[src/rtl/cmp_cmd_queue.sv]
// Command FIFO in front of the mini comparator: buffers (sel, a, b) commands,
// drives the head entry to the comparator and returns tagged, registered results.
module cmp_cmd_queue #(
   parameter int N     = 8,
   parameter int DEPTH = 4,
   parameter int TAGW  = 8
) (
   input  logic                       clk,
   input  logic                       rst_n,
   input  logic                       in_valid,
   output logic                       in_ready,
   input  logic [2:0]                 in_sel,
   input  logic [N-1:0]               in_a,
   input  logic [N-1:0]               in_b,
   output logic [2:0]                 cmp_sel,
   output logic [N-1:0]               cmp_value1,
   output logic [N-1:0]               cmp_value2,
   input  logic                       cmp_out,
   output logic                       res_valid,
   input  logic                       res_ready,
   output logic                       res_bit,
   output logic [TAGW-1:0]            res_tag,
   output logic [$clog2(DEPTH):0]     level,
   output logic [15:0]                true_cnt
);

   localparam int AW = $clog2(DEPTH);
   localparam int LW = AW + 1;

   logic [2:0]      sel_mem [DEPTH];
   logic [N-1:0]    a_mem   [DEPTH];
   logic [N-1:0]    b_mem   [DEPTH];
   logic [AW-1:0]   wr_ptr;
   logic [AW-1:0]   rd_ptr;
   logic [TAGW-1:0] tag_cnt;
   logic            push;
   logic            fire;
   logic            empty;

   assign empty    = (level == '0);
   assign in_ready = (level != LW'(DEPTH));
   assign push     = in_valid && in_ready;
   assign fire     = !empty && (!res_valid || res_ready);

   assign cmp_sel    = empty ? 3'b000 : sel_mem[rd_ptr];
   assign cmp_value1 = empty ? '0     : a_mem[rd_ptr];
   assign cmp_value2 = empty ? '0     : b_mem[rd_ptr];

   // Storage array carries no reset; only pointers and level define validity.
   always_ff @(posedge clk) begin
      if (push) begin
         sel_mem[wr_ptr] <= in_sel;
         a_mem[wr_ptr]   <= in_a;
         b_mem[wr_ptr]   <= in_b;
      end
   end

   always_ff @(posedge clk) begin
      if (!rst_n) begin
         wr_ptr    <= '0;
         rd_ptr    <= '0;
         level     <= '0;
         tag_cnt   <= '0;
         res_valid <= 1'b0;
         res_bit   <= 1'b0;
         res_tag   <= '0;
         true_cnt  <= '0;
      end else begin
         if (push)
            wr_ptr <= wr_ptr + AW'(1);
         if (fire)
            rd_ptr <= rd_ptr + AW'(1);

         if (push && !fire)
            level <= level + LW'(1);
         else if (fire && !push)
            level <= level - LW'(1);

         // A new result may replace one being handed off in the same cycle.
         if (fire) begin
            res_bit   <= cmp_out;
            res_tag   <= tag_cnt;
            tag_cnt   <= tag_cnt + TAGW'(1);
            res_valid <= 1'b1;
         end else if (res_valid && res_ready) begin
            res_valid <= 1'b0;
         end

         if (res_valid && res_ready && res_bit && (true_cnt != 16'hFFFF))
            true_cnt <= true_cnt + 16'd1;
      end
   end

endmodule

[config.mk]
export PLATFORM = sky130hd
export DESIGN_NAME = cmp_cmd_queue
export DESIGN_NICKNAME = d
export VERILOG_FILES = /design/src/rtl/cmp_cmd_queue.sv
export SDC_FILE = /design/constraint.sdc
export NUM_CORES = 1
export LEC_CHECK = 0
export CORE_ASPECT_RATIO = 0.7
export CORE_MARGIN = 2
export CORE_UTILIZATION = 45
export CTS_CLUSTER_SIZE = 30
export DETAILED_ROUTE_END_ITERATION = 8
export HOLD_SLACK_MARGIN = 0.12
export PLACE_DENSITY = 0.68
export SLEW_MARGIN = 20
export SYNTH_ARGS = -nofsm -noshare
export SYNTH_HDL_FRONTEND = slang
export SYNTH_SLANG_ARGS = --single-unit
export TNS_END_PERCENT = 30
[constraint.sdc]
create_clock -name clk -period 6.17 [get_ports clk]
set_input_delay 1.234 -clock clk [delete_from_list [all_inputs] [get_ports clk]]
set_output_delay 1.234 -clock clk [all_outputs]
set_load 0.02 [all_outputs]
==> results of run 1 <==
==> power by group through the flow <==
stage	Clock (uW)	Sequential, uW	Combinational, uW
2_1_floorplan	0	997	438
3_3_place_gp	0	1000	682
3_5_place_dp	0	1010	696
4_1_cts	1050	994	701
5_1_grt	1080	1000	753
6_report	1030	992	687
==> stage by stage <==
step           power [uW]  instance area (um^2)  hold slack, ps
2_1_floorplan        1434                  4818           439.2
3_3_place_gp         1686                  5649           451.2
3_5_place_dp         1706                  5649           456.8
4_1_cts              2742                  6291           464.2
5_1_grt              2834                  6291           476.7
6_report             2708                  6291           458.4
==> metal layers <==
metal / GRT usage (%) / part of all wire (%) / vias to the layer above
li1: - / - / 1483
met1: 24.22 / 49 / 1453
met2: 25.09 / 45 / 68
met3: 4.858 / 4.2 / 14
met4: 8.516 / 1.8 / 0
met5: 0 / 0 / -
==> logic make-up after synthesis <==
logic type / synth area share (%)
mux: 9.712
compound gates: 5.427
buf+inv: 2.000
simple gates: 13.40
flops: 65.23
xor+xnor: 1.999
fa+ha+maj: 2.233
==> sequential cells by signal (all words and copies together) (netlist names), named ones only <==
| register | count |
|---|---|
| level | 3 |
| rd_ptr | 2 |
| true_cnt | 16 |
| b_mem | 32 |
| res_bit | 1 |
| a_mem | 32 |
| res_valid | 1 |
| res_tag | 8 |
| tag_cnt | 8 |
| sel_mem | 12 |
| wr_ptr | 2 |
==> worst paths after layout <==
check | from | to | slack (ps)
worst max-delay path | register | cmp_value2[0] | 2440
worst min-delay path | res_tag[1] | res_tag[1] | 460
worst max register to register | level[2] | level[2] | 3140
worst min register to register | res_tag[1] | res_tag[1] | 460
==> worst max-delay path, stage by stage, from the launching register on <==
cell	delay, ps
dfxtp_1	950
mux4_2	410
and2_1	180
clkdlybuf4s50_1	540
==> layout make-up <==
| class | instances | area [um^2] | area share, % |
|---|---|---|---|
| clock buffer | 27 | 565.5 | 8.990 |
| clock inverter | 5 | 76.32 | 1.213 |
| inverter | 7 | 26.28 | 0.4177 |
| multi-input combinational | 206 | 1579 | 25.10 |
| sequential | 119 | 3143 | 49.96 |
| tap | 132 | 165.2 | 2.625 |
| timing repair buffer | 74 | 735.7 | 11.69 |
==> cells in the final DEF (no fill, tap or decap), drive strengths merged, types with 3 or more instances in the layout <==
cell type / instances
dfxtp: 43
edfxtp: 76
xnor2: 6
mux4: 19
or3: 7
a21oi: 23
nand3: 11
inv: 8
ha: 7
o41ai: 3
clkdlybuf4s50: 72
o21ai: 5
or4: 8
o31ai: 7
xor2: 5
nor3: 3
clkbuf: 27
nor4: 5
nand4: 7
nand2: 32
and2: 24
nor2: 16
mux2i: 4
==> summary.md, run 1 <==
The flow ran to the end, and the final reports show no timing, DRC or antenna violations. Measured against its own limit, the worst slew margin works out to 32.90%. The synthesized cell area came out at 4818 um^2.

Using the TritonRoute via totals, the vias-per-cell ratio works out to 5.295. The die covers 11,560 um^2. The worst path meets setup with 2441 ps of slack. During I/O placement, the number of pins put on the boundary was 73. The total number of placement rows was 31. The all-layer global routing usage was 17.37%; the path depth of the worst reg2reg path was 9. The tools report the clock network latency to the later pin of the worst-skew pair as 410 ps.

The starting utilization of the core area was 46.35%. The critical path class was register to output port. The placed wire-length estimate came out at 5876 um. The area growth from synthesis to layout was 30.56%; the flip-flop and latch count after synthesis was 119.

At the end of the flow the core is filled with cells to 60.52%. The fraction of layout cells with a size suffix above 1 was 12.56%; the worst-path maximum fanout was 19. Once the clock tree was built, the resizer swapped 0 gates to a different size. Internal power comes to 1972 uW. The count of nets after finishing was 457. Data on the critical path is required at its endpoint by 4940 ps. The number of port buffers came out at 72. In this run the worst hold path is classified as register to register. The run gives 65.23% as the sequential fraction of the synthesis area. The analysis attributes to cell leakage a power of 0.002094 uW.

Timing would allow up to 268.2 MHz. The leading cell type by number of instances after synthesis was edfxtp_1. Final number of hold-violating endpoints: 0. TritonCTS created 17 clock buffers. Setup repair after global routing left no endpoint under its margin.

Detailed router's first-iteration violation count: 172. The tools report the net switching component of the power as 735.9 uW. Before antenna repair, the detailed router went through 4 iterations. Synthesized area divided by synthesized cell count: 13.85 um^2.

The tools report the portion of total power attributed to the clock network as 38.0%. In the final routed layout, each cell accounts on average for 16.19 um. Once layout is complete, the cells apart from fillers number 570. The number of antenna diodes in the final layout is 0.

For the pin with the worst max-slew slack, the measured transition is 1006 ps. Number of global-route vias before repair: 3,002. The area share of the leading cell type in the synthesized netlist works out to 47.36%. The tree built by TritonCTS fans out to 119 sinks.

For the final count of negative-setup-slack endpoints, the log shows 0. The clock transition time at the flip-flop clock pins of the worst setup and hold paths was 50 ps; the final weighted congestion in routability-driven placement was 0.7525. Synthesis handed over a netlist of 348 instances. The proportion of synthesized flip-flops having asynchronous set or reset was 0%; the portion of total power attributed to combinational logic was 25.4%. For this block, the via count after detailed routing is 3,018.

The residual DRC count was 0. The count of different cell masters after synthesis is 39. The buffers inserted during post-CTS setup optimization is 0, and the die boundary width is 127.7 um. By area the synthesized netlist is led by edfxtp_1 (47%), dfxtp_1 (18%), mux4_2 (8.9%), and2_1 (3.1%), nand2_1 (2.5%). Summed over all failing endpoints, the final setup total negative slack is 0 ps. The residual overflow from global routing came out at 0. The count of antenna-violating nets left after detailed routing came out at 0.

TritonCTS built the clock tree. Launching element type of the critical path: a register. Across the VDD grid, the largest voltage drop is 234.2 uV. The tools report the critical path arrival as 2500 ps. The synthesis warning total is 0, and the post-route fraction of the period consumed by the critical path is 60.44%. Across the run, the number of max-cap violations was 0.

The first global-routing pass estimated 15,280 um of wire. For this design the ratio of total power to cell area is 430.5 nW/um^2. Summed over all instances, the cell type with the most area after synthesis is edfxtp_1. Maximum buffer depth of the clock tree: 2. Yosys mapped a number of flops with a built-in enable equal to 76. The critical path endpoint category is an output port. The net switching share of the total power is 27.17%.

Buffers inserted to repair hold after CTS numbered 0. Counting every net in the synthesized netlist gives 380. Per report_power, the sequential group accounts for 36.6% of the total. The number of placed instances, taps included, is 538. The commonest cells after synthesis are edfxtp_1 (76), dfxtp_1 (43), nand2_1 (32). The run gives 0 as the number of pins exceeding their max-slew limit in the final report. The master cell of the clock root buffer is clkbuf_16.

At the placement stage, the worst setup path has a slack of 2094 ps. In this run the number of H-tree levels came out at 4. Counting the fill cells in the layout gives 855. The die is 90.58 um tall.

For the pin count of the biggest net entering global routing, the log shows 39. Among all flip-flop cells after synthesis, the most frequent one is edfxtp_1. Between clock sinks in the finished design, the worst skew comes to 7.509 ps. The number of antenna violations at the first check in global routing is 0, and the final critical path time including I/O delays and setup is 3729 ps. Counting instances, the worst hold path has a depth of 2.

The standard cell core area was 10,400 um^2; the final wirelength was 9226 um.
No activity file was read; power rests on OpenSTA's default activity.
==> inputs of run 2 (changes only) <==
==> constraint.sdc (replaced) <==
create_clock -name clk -period 3.8 [get_ports clk]
set_input_delay 0.76 -clock clk [delete_from_list [all_inputs] [get_ports clk]]
set_output_delay 0.76 -clock clk [all_outputs]
set_load 0.02 [all_outputs]
==> summary.md, run 2 (same netlist as run 1, synthesis figures left out) <==
The flow ran to the end, and the final reports show no timing, DRC or antenna violations. Transition time of the tightest slew-check pin: 848.6 ps (was 1006 ps). The instance count on the critical path is 3 (unchanged), and the upper clock frequency limit is 319.8 MHz. Setup repair after global routing left no endpoint under its margin. The tools report the final critical-path setup slack as 673.3 ps (was 2441 ps).

The launching element type of the critical path was a register (unchanged). The average wire per standard cell was 16.59 um (was 16.19 um); the die span in y was 90.58 um (unchanged). The final number of hold-violating endpoints is 0 (unchanged), and the total number of placement rows is 31 (unchanged).

The number of instances resized during post-cts repair is 0 (unchanged). Dominant delay contributor by cell family on the critical path: simple AND/OR/NAND/NOR gates (was flip-flops). The tools report the master cell of the clock root buffer as clkbuf_16 (unchanged). The worst-path maximum fanout was 22 (was 19).

The post-route fraction of the period consumed by the critical path was 82.28%; the number of pins exceeding their max-slew limit in the final report was 0 (unchanged). The number of max-capacitance violations reported was 0 (unchanged); the power after layout was 4343 uW (was 2708 uW). The number of filler cells placed in the layout was 828 (was 855); the worst slack at placement was 511.7 ps (was 2094 ps). The buffers inserted during post-CTS setup optimization came out at 0 (unchanged).

The type of the most critical hold path was register to register (unchanged). The die boundary width works out to 127.7 um (unchanged). The total I/O pin count is 73 (unchanged), and the die footprint is 11,560 um^2 (unchanged). The delay contributed by the slowest stage of the critical path was 650 ps (was 950 ps).

The tools report the number of global-route vias before repair as 3,068 (was 3,002). The logs give 0 (unchanged) for the total of hold buffers inserted after clock tree synthesis and 0.7853 (was 0.7525) for the final weighted congestion in routability-driven placement. The count of antenna-violating nets left after detailed routing was 0 (unchanged). The tools report the number of optimization iterations in the first detailed-route pass as 4 (unchanged). The run gives 0 (unchanged) as the diode insertion count for antenna repair. Most frequent standard cell in the layout excluding fill and tap cells: edfxtp_1 (unchanged). The critical path class is register to output port (unchanged).

The number of port buffers came out at 72 (unchanged). For the starting utilization of the core area, the log shows 46.35% (unchanged). The tools report the placed wire-length estimate as 6134 um (was 5876 um). The run gives 39 (unchanged) as the pin count of the biggest net entering global routing. The maximum buffer depth of the clock tree is 2 (unchanged), and the number of buffers added by the clock tree synthesis step is 17 (unchanged). The count of nets after finishing is 463 (was 457), and the clock transition time at the flip-flop clock pins of the worst setup and hold paths is 50 ps (about the same).

The run gives 389.7 uV (was 234.2 uV) as the maximum VDD drop. The data required time of the critical path was 3040 ps (was 4940 ps). The average vias per placed instance came out at 5.406 (was 5.295). The power density over the cells is 688.8 nW/um^2 (was 430.5 nW/um^2). For the all-layer global routing usage, the log shows 17.58% (was 17.37%). The residual overflow from global routing is 0 (unchanged). The fraction of layout cells with a size suffix above 1 was 13.51% (was 12.56%); the clock network latency to the later pin of the worst-skew pair was 400 ps (was 410 ps). The total clock sinks came out at 119 (unchanged). The leakage power is 0.002107 uW (was 0.002094 uW). The aggregate negative setup slack is 0 ps (unchanged).

Most frequent cells in the layout: edfxtp_1 (76), clkdlybuf4s50_1 (72), dfxtp_1 (43), nand2_1 (32), and2_1 (24) (unchanged). The CTS H-tree depth is 4 (unchanged). The worst slew margin relative to its limit came out at 42.90% (was 32.90%). The path depth of the worst reg2reg path works out to 9 (unchanged).

TritonCTS built the clock tree. The final count of negative-setup-slack endpoints is 0 (unchanged), and the area growth from synthesis to layout is 30.85% (was 30.56%). The first-pass GRT wire length was 15,550 um (was 15,280 um); the standard cell core area was 10,400 um^2 (unchanged). Cell-by-cell listing of the critical path: or3_1, and2_1, clkdlybuf4s50_1 (was mux4_2, and2_1, clkdlybuf4s50_1). For the final wirelength, the log shows 9557 um (was 9226 um). For the detailed router's first-iteration violation count, the log shows 252 (was 172). The final critical path time including I/O delays and setup came out at 3127 ps. Regs by FF count: a_mem: 32 flops, b_mem: 32 flops, true_cnt: 16 flops (unchanged). The critical path arrival was 2370 ps (was 2500 ps); the clock tree skew after final layout was 10.76 ps (was 7.509 ps). Residual DRC count: 0 (unchanged). Slowest cell on the critical path: or3_1 (was dfxtp_1). For the via count, the log shows 3,114 (was 3,018).

The number of stages on the worst hold path was 2 (unchanged); the number of antenna violations at the first check in global routing was 0 (unchanged). The count of buffer and inverter cells on the critical path works out to 1 (unchanged). Critical path endpoint category: an output port (unchanged).
run 2: cell count changes in the layout (fill, tap and decap cells not counted), sizes merged:
cell / change
inv: -1
bufinv: -1
buf: +6
clkinv: +2
clkbuf: -1
clkinvlp: +1
run 2: path summary, 6_finish.rpt:
check / startpoint / endpoint / slack [ps]
setup / recovery: level[0] / cmp_value1[6] / 670
setup reg to reg: level[2] / level[2] / 1040
hold reg to reg: res_tag[3] / res_tag[3] / 460
hold / removal: res_tag[3] / res_tag[3] / 460
run 2: worst reg2reg max path: stages (launching register included):
cell     delay [ps]
dfxtp_1         370
nor3_1          600
nor2_1          130
inv_1           310
ha_1            260
inv_1            60
fa_1            370
xor2_1          160
or3_1           300
a21oi_1         130
run 2: report_power, final:
part,switching (uW),internal [uW],total [uW]
clock network,526,1060,1590
logic,613,556,1170
registers,68.1,1520,1580
run 2: through the flow:
stage          hold WS [ps]  utilization, %  cell area (um^2)  std cells
2_1_floorplan         439.2               -              4818        348
3_3_place_gp          451.1           54.78              5694        544
3_5_place_dp          453.9           54.78              5694        544
4_1_cts               461.1           60.65              6305        576
5_1_grt               496.5           60.65              6305        576
6_report              457.7           60.65              6305        576
run 2: layout make-up:
| cell class | instances | area (um^2) | share of cell area (%) |
|---|---|---|---|
| flip-flops and latches | 119 | 3143 | 49.85 |
| multi-input cells | 206 | 1579 | 25.04 |
| repair buffers | 80 | 780.7 | 12.38 |
| clock buffers | 26 | 553.0 | 8.772 |
| well taps | 132 | 165.2 | 2.620 |
| clock inverters | 6 | 57.56 | 0.9129 |
| inverters | 7 | 26.28 | 0.4167 |
run 2: layer usage:
metal | global-route usage (%) | share of wire [%] | routed length (um)
met3 | 5.213 | 4.8 | 454
met2 | 26.83 | 46 | 4435
met1 | 23.78 | 48 | 4561
met5 | 0 | 0 | 0
met4 | 6.868 | 1.1 | 105
